==> src/rtl/trace_pkg.sv <==
// Shared encodings for the trace monitor: run states, halt causes and trace entry sizing.
package trace_pkg;

  typedef enum logic [1:0] {
    IDLE = 2'd0,
    RUN  = 2'd1,
    HALT = 2'd2
  } state_t;

  typedef enum logic [1:0] {
    CAUSE_NONE  = 2'd0,
    CAUSE_LIMIT = 2'd1,
    CAUSE_WATCH = 2'd2,
    CAUSE_LOOP  = 2'd3
  } cause_t;

  localparam int ENTRY_W_DEF = 16 + 19 + 19;

  // Trace entry is packed as {cycle, pc, instr}.
  function automatic int entry_w(input int cyc_w, input int pc_w, input int data_w);
    return cyc_w + pc_w + data_w;
  endfunction

endpackage

==> src/rtl/trace_fifo.sv <==
// Circular trace buffer with overwrite-oldest or drop-newest behaviour when full,
// registered pop output and a sticky overflow flag.
module trace_fifo #(
  parameter int W     = 54,
  parameter int DEPTH = 16,
  parameter int WRAP  = 1
) (
  input  logic                       clk,
  input  logic                       rst,
  input  logic                       clr,
  input  logic                       push,
  input  logic [W-1:0]               din,
  input  logic                       pop,
  output logic                       rd_valid,
  output logic [W-1:0]               dout,
  output logic [$clog2(DEPTH):0]     count,
  output logic                       overflow
);

  localparam int AW = $clog2(DEPTH);
  localparam logic [AW:0] FULL_CNT = (AW+1)'(DEPTH);

  logic [W-1:0]  mem [DEPTH];
  logic [AW-1:0] rptr, wptr;
  logic          full, do_pop, push_ok, push_ovw, lost, wr;

  always_comb begin
    full     = (count == FULL_CNT);
    do_pop   = pop && (count != '0);
    push_ok  = push && (!full || do_pop);
    lost     = push && full && !do_pop;
    push_ovw = lost && (WRAP != 0);
    wr       = push_ok || push_ovw;
  end

  // Storage carries no reset; contents are only meaningful below count.
  always_ff @(posedge clk) begin
    if (wr && !clr) mem[wptr] <= din;
  end

  always_ff @(posedge clk) begin
    if (rst) begin
      rptr     <= '0;
      wptr     <= '0;
      count    <= '0;
      overflow <= 1'b0;
      rd_valid <= 1'b0;
      dout     <= '0;
    end else if (clr) begin
      rptr     <= '0;
      wptr     <= '0;
      count    <= '0;
      overflow <= 1'b0;
      rd_valid <= 1'b0;
    end else begin
      rd_valid <= do_pop;
      if (do_pop) dout <= mem[rptr];
      if (wr) wptr <= wptr + 1'b1;
      if (do_pop || push_ovw) rptr <= rptr + 1'b1;
      if (push_ok && !do_pop) count <= count + 1'b1;
      else if (do_pop && !push_ok) count <= count - 1'b1;
      if (lost) overflow <= 1'b1;
    end
  end

endmodule

==> src/rtl/trace_monitor.sv <==
// Debug monitor for the 19-bit core: records retired instructions, tracks one watched
// memory word and halts on cycle limit, watchpoint write or a jump-to-self idiom.
//
// state | meaning
// IDLE  | out of reset, waiting for arm
// RUN   | counting cycles, recording retires, checking halt conditions
// HALT  | run stopped; counters and watch value frozen, trace readable
module trace_monitor
  import trace_pkg::*;
#(
  parameter int DATA_W = 19,
  parameter int PC_W   = 19,
  parameter int DEPTH  = 16,
  parameter int CYC_W  = 16,
  parameter int LOOP_N = 4,
  parameter int WRAP   = 1
) (
  input  logic                     clk,
  input  logic                     rst,
  input  logic                     arm,
  input  logic [CYC_W-1:0]         cycle_limit,
  input  logic [PC_W-1:0]          watch_addr,
  input  logic                     watch_stop,
  input  logic                     ret_valid,
  input  logic [PC_W-1:0]          ret_pc,
  input  logic [DATA_W-1:0]        ret_instr,
  input  logic                     dmem_we,
  input  logic [PC_W-1:0]          dmem_addr,
  input  logic [DATA_W-1:0]        dmem_wdata,
  input  logic                     rd_en,
  output logic                     rd_valid,
  output logic [PC_W-1:0]          rd_pc,
  output logic [DATA_W-1:0]        rd_instr,
  output logic [CYC_W-1:0]         rd_cycle,
  output logic                     running,
  output logic                     halted,
  output logic [1:0]               halt_cause,
  output logic [DATA_W-1:0]        watch_value,
  output logic [CYC_W-1:0]         cycle_count,
  output logic [$clog2(DEPTH):0]   count,
  output logic                     overflow
);

  localparam int EW = entry_w(CYC_W, PC_W, DATA_W);
  localparam int LW = $clog2(LOOP_N + 1);

  state_t          state;
  cause_t          cause;
  logic [LW-1:0]   loop_cnt, loop_next;
  logic [PC_W-1:0] last_pc;
  logic            limit_hit, watch_wr, loop_hit, same_pc, arm_clr, push;
  logic [EW-1:0]   dout;

  always_comb begin
    limit_hit = (cycle_limit != '0) &&
                (({1'b0, cycle_count} + 1'b1) == {1'b0, cycle_limit});
    watch_wr  = dmem_we && (dmem_addr == watch_addr);
    // An empty loop counter means no retire seen since arm, so nothing to compare against.
    same_pc   = (loop_cnt != '0) && (ret_pc == last_pc);
    loop_next = same_pc ? loop_cnt + 1'b1 : LW'(1);
    loop_hit  = ret_valid && (loop_next == LW'(LOOP_N));
    arm_clr   = arm && (state != RUN);
    push      = (state == RUN) && ret_valid;
  end

  always_ff @(posedge clk) begin
    if (rst) begin
      state       <= IDLE;
      cause       <= CAUSE_NONE;
      cycle_count <= '0;
      watch_value <= '0;
      loop_cnt    <= '0;
      last_pc     <= '0;
    end else begin
      case (state)
        IDLE, HALT: begin
          if (arm) begin
            state       <= RUN;
            cause       <= CAUSE_NONE;
            cycle_count <= '0;
            watch_value <= '0;
            loop_cnt    <= '0;
          end
        end
        RUN: begin
          if (cycle_count != '1) cycle_count <= cycle_count + 1'b1;
          if (watch_wr) watch_value <= dmem_wdata;
          if (ret_valid) begin
            loop_cnt <= loop_next;
            last_pc  <= ret_pc;
          end
          if (limit_hit) begin
            state <= HALT;
            cause <= CAUSE_LIMIT;
          end else if (watch_wr && watch_stop) begin
            state <= HALT;
            cause <= CAUSE_WATCH;
          end else if (loop_hit) begin
            state <= HALT;
            cause <= CAUSE_LOOP;
          end
        end
        default: state <= IDLE;
      endcase
    end
  end

  assign running    = (state == RUN);
  assign halted     = (state == HALT);
  assign halt_cause = cause;

  trace_fifo #(.W(EW), .DEPTH(DEPTH), .WRAP(WRAP)) u_fifo (
    .clk      (clk),
    .rst      (rst),
    .clr      (arm_clr),
    .push     (push),
    .din      ({cycle_count, ret_pc, ret_instr}),
    .pop      (rd_en),
    .rd_valid (rd_valid),
    .dout     (dout),
    .count    (count),
    .overflow (overflow)
  );

  assign {rd_cycle, rd_pc, rd_instr} = dout;

endmodule

==> config.mk <==
export PLATFORM = sky130hd
export DESIGN_NAME = trace_monitor
export DESIGN_NICKNAME = d
export VERILOG_FILES = /design/src/rtl/trace_pkg.sv /design/src/rtl/trace_fifo.sv /design/src/rtl/trace_monitor.sv
export SDC_FILE = /design/constraint.sdc
export NUM_CORES = 1
export LEC_CHECK = 0
export ABC_AREA = 0
export BUFFER_PORTS_ARGS = -buffer_cell sky130_fd_sc_hd__buf_2
export CAP_MARGIN = 20
export CELL_PAD_IN_SITES_DETAIL_PLACEMENT = 2
export CELL_PAD_IN_SITES_GLOBAL_PLACEMENT = 2
export CORE_MARGIN = 10
export CORE_UTILIZATION = 42
export CTS_BUF_LIST = sky130_fd_sc_hd__clkbuf_16
export CTS_CLUSTER_DIAMETER = 40
export DETAILED_ROUTE_END_ITERATION = 10
export MAX_ROUTING_LAYER = met4
export PLACE_DENSITY = 0.86
export SYNTH_ARGS = -nofsm -noshare
export SYNTH_HDL_FRONTEND = slang
export SYNTH_SLANG_ARGS = --single-unit
==> constraint.sdc <==
create_clock -name clk -period 5.3 [get_ports clk]
set_clock_uncertainty 0.2 [all_clocks]
set_input_delay 0 -clock clk [delete_from_list [all_inputs] [get_ports clk]]
set_output_delay 0 -clock clk [all_outputs]
set_load 0.05 [all_outputs]
==> flow_summary.json, run 1 <==
{
  "antenna_left": 0,
  "cts_hold_buf": 128,
  "ys_types": 58,
  "netlist_instances": 1994,
  "die_y_um": 322.9,
  "critPathArrivalTime_ns": 4.91,
  "vias": 22770,
  "cts_buffers": 132,
  "finalCriticalPeriod_ns": 4.480,
  "synth_edf_count": 864,
  "core_area_um2": 91390,
  "rr_endpoint": "state[0]",
  "synth_area_um2": 38540,
  "gp_congestion": 0.7675,
  "maxCapViolCount": 0,
  "rows": 111,
  "final_common_cell": "edfxtp_1",
  "hp-class": "in -> reg",
  "syn2layout_area_growth_pct": 21.88,
  "layout_common_cells": "864 x edfxtp_1, 270 x mux4_2, 216 x buf_2, 196 x nand2_1, 134 x clkbuf_16",
  "synth_ff_type": "edfxtp_1",
  "yosys_warnings": 0,
  "ff2ff_path_depth": 9,
  "synth_nets": 2125,
  "maxSlewHeadroom_pct": 24.43,
  "cts_root_buf": "clkbuf_16",
  "drt-total-wl_mm": 136.8,
  "end_kind": "flip-flop",
  "grtUsageTotal_pct": 27.01,
  "ys_ff_latch": 994,
  "grt_antenna_before_repair": 3,
  "finalSetupTns_ns": 0,
  "power.total_mw": 19.95,
  "nets": 2551,
  "grt_pass1_vias": 25420,
  "post_drt_via_cell_ratio": 6.126,
  "timing.rr.start": "cycle_count[0]",
  "leakagePower_nw": 15.19,
  "grt_pass1_wl_mm": 195.4,
  "vdd_drop_max_v": 0.0003401,
  "syn_avg_cell_area_um2": 19.33,
  "cts_max_level": 4,
  "clock_latency_ns": 0.74,
  "clockBufferDepth": 3,
  "clock.fmax_ghz": 0.2232,
  "multi_input_comb_area_um2": 9638,
  "dp.final_hpwl_mm": 72.11,
  "finalCritPeriodShare_pct": 84.53,
  "run_status": "finished, final reports clean",
  "drc": 0,
  "async_flop_share_pct": 0,
  "power_density_nw_per_um2": 424.7,
  "io_pins": 218,
  "hold_viol": 0,
  "startpoint_type": "flip-flop",
  "worstHoldStart": "ret_instr[18]",
  "worstMarginPinSlew_ns": 1.132,
  "worstHoldEndpoint": "u_fifo.mem[0][18]",
  "path_max_fanout": 23,
  "min_delay_path_depth": 2,
  "cp.required_ns": 5.73,
  "detailedRoute.firstIterationViolations": 2641,
  "cts_resized": 0,
  "io_buffers": 217,
  "drtPass1Iterations": 7,
  "die-area_um2": 104300,
  "post-route-util_pct": 51.40,
  "nFillCells": 7908,
  "cts_tree": "yes",
  "postCtsSetupBuffers": 0,
  "setup-violations-final": 0,
  "seqCellArea_um2": 28560,
  "ys_seq_area_share_pct": 74.07,
  "cts_sinks": 994,
  "grt_max_degree": 76,
  "drive_above_1_share_pct": 31.30,
  "grt-ovfl-total": 0,
  "start_util_pct": 42.17,
  "reg2reg_slack_ns": 0.82,
  "drv_slew": 0,
  "cts.clk_slew.worst_paths_ns": 0.06,
  "die-width_um": 322.9,
  "wl_per_cell_um": 36.80,
  "worstSetupPathType": "reg -> reg",
  "rsz0062_at_grt": "no"
}
-- kinds of logic (layout without fill, tap and decap cells) --
| family | Yosys count | in the layout | share of synthesized area (%) |
|---|---|---|---|
| flip-flops | 994 | 994 | 74.07 |
| XOR/XNOR | 68 | 68 | 1.581 |
| multiplexers | 276 | 276 | 15.94 |
| AND/OR/NAND/NOR | 339 | 339 | 4.032 |
| adder cells (fa/ha/maj) | 13 | 13 | 0.4415 |
| other | 0 | 1 | 0 |
| buffers and inverters | 128 | 664 | 1.302 |
| AO/OA/AOI/OAI | 176 | 176 | 2.633 |
-- cells in the mapped netlist, types with 12 or more instances --
cell type / instances / area (µm²)
o211ai_1: 20 / 150.1
nand3_1: 12 / 60.06
mux4_2: 270 / 6081
nor4_1: 18 / 112.6
nor2_1: 52 / 195.2
xor2_1: 25 / 219.0
buf_1: 24 / 90.09
nand2_1: 196 / 735.7
clkbuf_1: 79 / 296.5
ha_1: 12 / 150.1
a21oi_1: 120 / 600.6
edfxtp_1: 864 / 25940
dfxtp_1: 130 / 2603
nand4_1: 14 / 87.58
inv_1: 15 / 56.30
o21ai_0: 16 / 80.08
xnor2_1: 42 / 367.9
-- flip-flops by register name, indices dropped and copies added, names as in the netlist --
register,flops
halt_cause,2
u_fifo.wptr,4
u_fifo.overflow,1
u_fifo.dout,54
loop_cnt,3
state,2
u_fifo.count,5
last_pc,19
cycle_count,16
u_fifo.mem,864
watch_value,19
u_fifo.rd_valid,1
u_fifo.rptr,4
-- area by class of cell --
| type | instances | share of cell area, % |
|---|---|---|
| sequential | 994 | 60.80 |
| multi-input combinational | 872 | 20.52 |
| clock buffer | 134 | 7.138 |
| timing repair buffer | 405 | 6.313 |
| tap | 1186 | 3.159 |
| clock inverter | 110 | 1.942 |
| inverter | 15 | 0.1199 |
| antenna | 1 | 0.005327 |
-- per-layer routing --
| layer | global-route usage [%] | vias up | wire length (µm) |
|---|---|---|---|
| met5 | - | - | 0 |
| met4 | 11.07 | 0 | 5730 |
| met3 | 5.586 | 356 | 9639 |
| met2 | 45.16 | 1218 | 70360 |
| met1 | 31.76 | 12280 | 51040 |
| li1 | - | 8919 | - |
-- critical path, stage by stage, from the launching register on --
cell           delay [ns]
dfxtp_1              0.98
ha_1                 0.52
nand3_4              0.20
or3_1                0.60
a2111oi_4            0.40
a211oi_1             0.10
and4bb_1             0.49
nand2b_1             0.20
a21oi_1              0.08
dlygate4sd3_1        0.61
-- worst max-delay path by stage --
stage,startpoint,end,slack (ns),depth (start not counted)
after detailed placement,cycle_count[0],halt_cause[1],1.50,8
after floorplan,state[1],u_fifo.mem[1][0],-0.30,6
final,cycle_count[0],state[0],0.82,9
after CTS,cycle_count[0],state[0],1.00,9
after global routing,cycle_count[0],state[0],0.61,9
after global placement,cycle_count[0],halt_cause[1],1.78,8
-- report_power, final --
group / internal, mW / total [mW] / switching, mW
sequential: 8.59 / 8.75 / 0.157
combinational: 0.947 / 2.35 / 1.41
clock: 5.11 / 8.85 / 3.74
-- metrics by stage --
stage / area, µm² / instances / hold slack, ns / setup slack [ns]
2_1_floorplan: 38540 / 1994 / -0.1011 / -0.3043
3_3_place_gp: 41300 / 3338 / 0.09049 / 1.782
3_5_place_dp: 41340 / 3340 / 0.1093 / 1.499
4_1_cts: 46880 / 3712 / 0.01530 / 1.004
5_1_grt: 46970 / 3717 / 0.06280 / 0.6105
6_report: 46970 / 3717 / 0.03467 / 0.8200
No activity file was read; power rests on OpenSTA's default activity.
==> inputs of run 2 (changes only) <==
Clock period 5.3 ns to 3.7 ns, I/O delays scaled along.
==> flow_summary.json, run 2 (same netlist as run 1, synthesis figures left out) <==
{
  "run_status": "finished, final reports clean",
  "maxSlewHeadroom_pct": 40.49,
  "worstMarginPinSlew_ns": 0.8926,
  "cts_resized": 0,
  "dp_cells": 3353,
  "grtUsageMet1_pct": 31.94,
  "grt_busiest_layer": "met2",
  "startpoint": "cycle_count[0]",
  "finalCriticalPeriod_ns": 3.601,
  "antenna_left": 0,
  "io_buffers": 217,
  "worstHoldEndpoint": "u_fifo.mem[7][1]",
  "largest_reg_flops": 864,
  "die_y_um": 322.9,
  "grtUsageTotal_pct": 27.51,
  "layout_common_cells": "864 x edfxtp_1, 270 x mux4_2, 216 x buf_2, 196 x nand2_1, 136 x clkbuf_16",
  "grt_antenna_before_repair": 3,
  "cts_sinks": 994,
  "grt_pass1_wl_mm": 199.7,
  "timing.rr.start": "cycle_count[0]",
  "startpoint_type": "flip-flop",
  "syn2layout_area_growth_pct": 22.48,
  "finalSetupTns_ns": 0,
  "critPathArrivalTime_ns": 4.01,
  "cts_hold_buf": 115,
  "vdd_drop_max_v": 0.0004432,
  "rows": 111,
  "placed_area_um2": 41480,
  "post_drt_via_cell_ratio": 6.089,
  "core_area_um2": 91390,
  "grtUsageMet2_pct": 48.22,
  "regMostFlops": "u_fifo.mem",
  "drv_slew": 0,
  "cts_max_level": 4,
  "leakagePower_nw": 15.22,
  "reg2reg_slack_ns": 0.1,
  "clock.fmax_ghz": 0.2777,
  "clock_latency_ns": 0.76,
  "use_met3_pct": 4.986,
  "setup-violations-final": 0,
  "hp-class": "in -> reg",
  "cts_tree": "yes",
  "ff2ff_path_depth": 8,
  "grt-ovfl-total": 0,
  "grt_max_degree": 117,
  "dp.final_hpwl_mm": 71.33,
  "rr_endpoint": "halt_cause[1]",
  "rsz0062_at_grt": "no",
  "start_util_pct": 42.17,
  "die-width_um": 322.9,
  "drc": 0,
  "grt_pass1_vias": 25740,
  "cts.clk_slew.worst_paths_ns": 0.06,
  "worstHoldStart": "ret_instr[1]",
  "wl_per_cell_um": 37.25,
  "path_max_fanout": 22,
  "worstSetupPathType": "reg -> reg",
  "cp.required_ns": 4.11,
  "drt-total-wl_mm": 138.5,
  "hold_viol": 0,
  "detailedRoute.firstIterationViolations": 2645,
  "io_pins": 218,
  "vias": 22640,
  "final_common_cell": "edfxtp_1",
  "gp_congestion": 0.7953,
  "cts_buffers": 135,
  "instances_no_fill": 3718,
  "drtPass1Iterations": 5,
  "hold_slack_ns": 0.01890,
  "largestRegisters": "u_fifo.mem: 864 flops, u_fifo.dout: 54 flops",
  "cts_root_buf": "clkbuf_16",
  "die-area_um2": 104300,
  "maxCapViolCount": 0,
  "end_kind": "flip-flop",
  "power_density_nw_per_um2": 623.2,
  "final_area_um2": 47200,
  "clockBufferDepth": 3,
  "min_delay_path_depth": 2,
  "postCtsSetupBuffers": 0,
  "finalCritPeriodShare_pct": 97.33,
  "drive_above_1_share_pct": 31.58,
  "nets": 2550
}
## run 2: metrics by stage
| step | power (mW) | setup WS, ns | util [%] |
|---|---|---|---|
| global route | 30.27 | 0.04216 | 51.65 |
| floorplan | 14.89 | -0.4596 | - |
| finish | 29.42 | 0.09873 | 51.65 |
| detailed placement | 15.98 | 0.4505 | 45.39 |
| global placement | 15.78 | 0.5907 | 45.38 |
| CTS | 29.44 | 0.3580 | 51.65 |
## run 2: where the power goes
part | total, mW | leakage [nW] | internal [mW] | switching (mW)
registers | 12.5 | 8.86 | 12.3 | 0.151
clock network | 13.5 | 2.25 | 7.93 | 5.58
logic | 3.45 | 4.11 | 1.35 | 2.10
total | 29.4 | 15.2 | 21.6 | 7.83
## run 2: critical path, stage by stage (launching register included)
cell      delay [ns]
dfxtp_1         0.37
buf_4           0.30
nand4_1         0.45
nor4_2          0.70
nor3b_1         0.17
nor4_1          0.40
and4bb_1        0.42
nor4bb_1        0.12
a311o_1         0.31
## run 2: how the worst max path moves through the flow
| stage | to | slack, ns | depth (start not counted) |
|---|---|---|---|
| 2_1_floorplan | u_fifo.mem[12][0] | -0.46 | 6 |
| 3_3_place_gp | u_fifo.count[4] | 0.59 | 11 |
| 3_5_place_dp | halt_cause[1] | 0.45 | 8 |
| 4_1_cts | halt_cause[1] | 0.36 | 8 |
| 5_1_grt | halt_cause[1] | 0.04 | 8 |
| 6_report | halt_cause[1] | 0.1 | 8 |
## run 2: area by class of cell
class	count	area [µm²]
repair buffers	401	2874
multi-input cells	872	9657
well taps	1186	1484
clock buffers	136	3403
flip-flops and latches	994	28560
clock inverters	112	1162
diodes	2	5.005
fillers	7931	44180
inverters	15	56.30
## run 2: metal layers
layer | up-vias | part of all wire (%)
li1 | 8909 | -
met1 | 12340 | 37
met2 | 1113 | 53
met3 | 276 | 6.5
met4 | 0 | 3.0
met5 | - | 0
==> inputs of run 3 (changes only) <==
Settings changed: CORE_UTILIZATION 42 to 41, SYNTH_HIERARCHICAL set to 1.
==> flow_summary.json, run 3 <==
{
  "reg2reg_slack_ns": -0.06,
  "finalCritPeriodShare_pct": 101.5,
  "clock.fmax_ghz": 0.2662,
  "leakagePower_nw": 15.87,
  "met3_length_mm": 14.84,
  "cts_root_buf": "clkbuf_16",
  "netlist_top_cells_count": "864 x edfxtp_1, 243 x mux2i_1, 130 x dfxtp_1",
  "grt_antenna_before_repair": 5,
  "detailedRoute.firstIterationViolations": 3555,
  "yosysTopAreaCell": "edfxtp_1",
  "multi_input_comb_area_um2": 10200,
  "timing.rr.start": "cycle_count[12]",
  "dp.final_hpwl_mm": 81.89,
  "final_common_cell": "edfxtp_1",
  "antenna_left": 0,
  "grt_pass1_vias": 29030,
  "synth_area_um2": 39350,
  "grt-ovfl-total": 0,
  "drive_above_1_share_pct": 24.19,
  "setup-violations-final": 3,
  "yosysMostFrequentCell": "edfxtp_1",
  "hp-class": "in -> reg",
  "drt-total-wl_mm": 164.2,
  "startpoint": "cycle_count[12]",
  "io_pins": 218,
  "largestRegisters": "u_fifo/mem: 864 flops, u_fifo/dout: 54 flops",
  "min_delay_path_depth": 2,
  "netlist.area_leader.share_pct": 65.93,
  "end_kind": "flip-flop",
  "grt_pass1_wl_mm": 232.0,
  "vdd_drop_max_v": 0.0003837,
  "rows": 113,
  "wl_per_cell_um": 39.62,
  "path_max_fanout": 20,
  "core_area_um2": 95150,
  "worstMarginPinSlew_ns": 0.9491,
  "drv_slew": 0,
  "maxSlewHeadroom_pct": 36.73,
  "grtUsageTotal_pct": 30.66,
  "vias": 26530,
  "hold_viol": 0,
  "synth_nets": 2447,
  "worstHoldEndpoint": "u_fifo/mem[7][10]",
  "top_layer_used": "met4",
  "layout_common_cells": "864 x edfxtp_1, 243 x mux2i_1, 217 x buf_2, 138 x dlygate4sd3_1, 137 x clkbuf_16",
  "worstHoldStart": "ret_instr[10]",
  "syn_avg_cell_area_um2": 16.99,
  "die-area_um2": 108800,
  "yosys_warnings": 6,
  "gp_congestion": 0.8462,
  "cts_max_level": 4,
  "io_buffers": 217,
  "startpoint_type": "flip-flop",
  "syn2layout_area_growth_pct": 22.69,
  "drc": 0,
  "cts.clk_slew.worst_paths_ns": 0.07,
  "dr_wl_met2_mm": 81.59,
  "die_y_um": 329.8,
  "clock_latency_ns": 0.75,
  "seqCellArea_um2": 28570,
  "ff2ff_path_depth": 9,
  "largest_reg_flops": 864,
  "power_density_nw_per_um2": 637.4,
  "maxCapViolCount": 0,
  "die-width_um": 329.8,
  "wl_met1_mm": 59.91,
  "synth_edf_count": 864,
  "post-route-util_pct": 50.74,
  "nFillCells": 8403,
  "critPathArrivalTime_ns": 4.20,
  "regMostFlops": "u_fifo/mem",
  "clockBufferDepth": 3,
  "cp.required_ns": 4.14,
  "ys_seq_area_share_pct": 72.54,
  "violations": "negative setup slack",
  "cts_tree": "yes",
  "ys_types": 65,
  "cts_sinks": 994,
  "nets": 2891,
  "finalCriticalPeriod_ns": 3.757,
  "run_status": "finished with violations",
  "fin_ws_ns": -0.05655,
  "netlist_instances": 2316,
  "start_util_pct": 41.36,
  "synth_ff_type": "edfxtp_1",
  "post_drt_via_cell_ratio": 6.405,
  "finalSetupTns_ns": -0.06810,
  "async_flop_share_pct": 0,
  "drtPass1Iterations": 6,
  "grt_max_degree": 80,
  "cts_buffers": 134,
  "rr_endpoint": "state[1]",
  "worstSetupPathType": "reg -> reg",
  "ys_ff_latch": 994,
  "ys_top_cells_by_area": "edfxtp_1 66%, dfxtp_1 6.6%, mux2i_1 6.2%"
}
## run 3: final cells by class
cell class	count	share of cell area (%)
Clock inverter	112	2.151
Multi-Input combinational cell	1159	21.14
Antenna cell	5	0.02591
Clock buffer	137	7.101
Inverter	23	0.1788
Timing Repair Buffer	448	6.958
Tap cell	1265	3.278
Sequential cell	994	59.17
## run 3: logic make-up (layout without fill, tap and decap cells)
group / count (synthesis) / in the layout / synth area share [%]
other: 0 / 5 / 0
adders and majority gates: 13 / 13 / 0.4324
AOI/OAI and AO/OA: 367 / 367 / 5.952
DFF: 994 / 994 / 72.54
xor gates and xnor gates: 57 / 57 / 1.269
muxes: 375 / 375 / 13.05
buffers and inverters: 163 / 720 / 2.108
and+or+nand+nor: 347 / 347 / 4.648
## run 3: stage by stage
stage                     setup slack (ns)  power [mW]  instances  hold slack, ns  cell area [µm²]
after detailed placement            0.5034       17.06       3747          0.1058            42320
after CTS                          0.03561       30.49       4134        0.003164            48160
final                             -0.05655       30.77       4143        0.009924            48280
after global placement              0.7105       16.74       3747         0.09354            42320
after floorplan                   -0.03292       15.61       2316         -0.1011            39440
after global routing              -0.05353       31.43       4142         0.03314            48280
## run 3: routing by layer
metal,vias to the layer above,global-route usage (%)
li1,10110,-
met1,13970,36.64
met2,1941,49.91
met3,512,5.931
met4,0,14.40
met5,-,-
## run 3: worst max path at each step
stage | cells past startpoint | slack (ns) | to
floorplan | 10 | -0.03 | u_fifo/mem[11][0]
global placement | 8 | 0.71 | halt_cause[1]
detailed placement | 8 | 0.50 | cycle_count[1]
CTS | 9 | 0.04 | state[0]
global route | 10 | -0.05 | state[0]
finish | 9 | -0.06 | state[1]
## run 3: critical path, cell delays in order (launching register included)
cell           delay [ns]
dfxtp_1              0.40
buf_4                0.32
inv_1                0.15
nor4_1               0.70
o21ai_0              0.34
o311ai_1             0.26
nor4_4               0.09
dlygate4sd3_1        0.62
nand2b_1             0.24
a32o_1               0.33
## run 3: where the power goes
part / switching (mW) / internal, mW
Sequential: 0.407 / 12.4
Clock: 5.77 / 7.70
Combinational: 3.03 / 1.45
## run 3: repair_timing
item                                    in CTS  in global routing
gates resized for setup                      0                 14
hold endpoints to repair                   708                  0
endpoints found under the setup margin       0                  3
buffers inserted                             0                  3
hold buffers                               138                  0
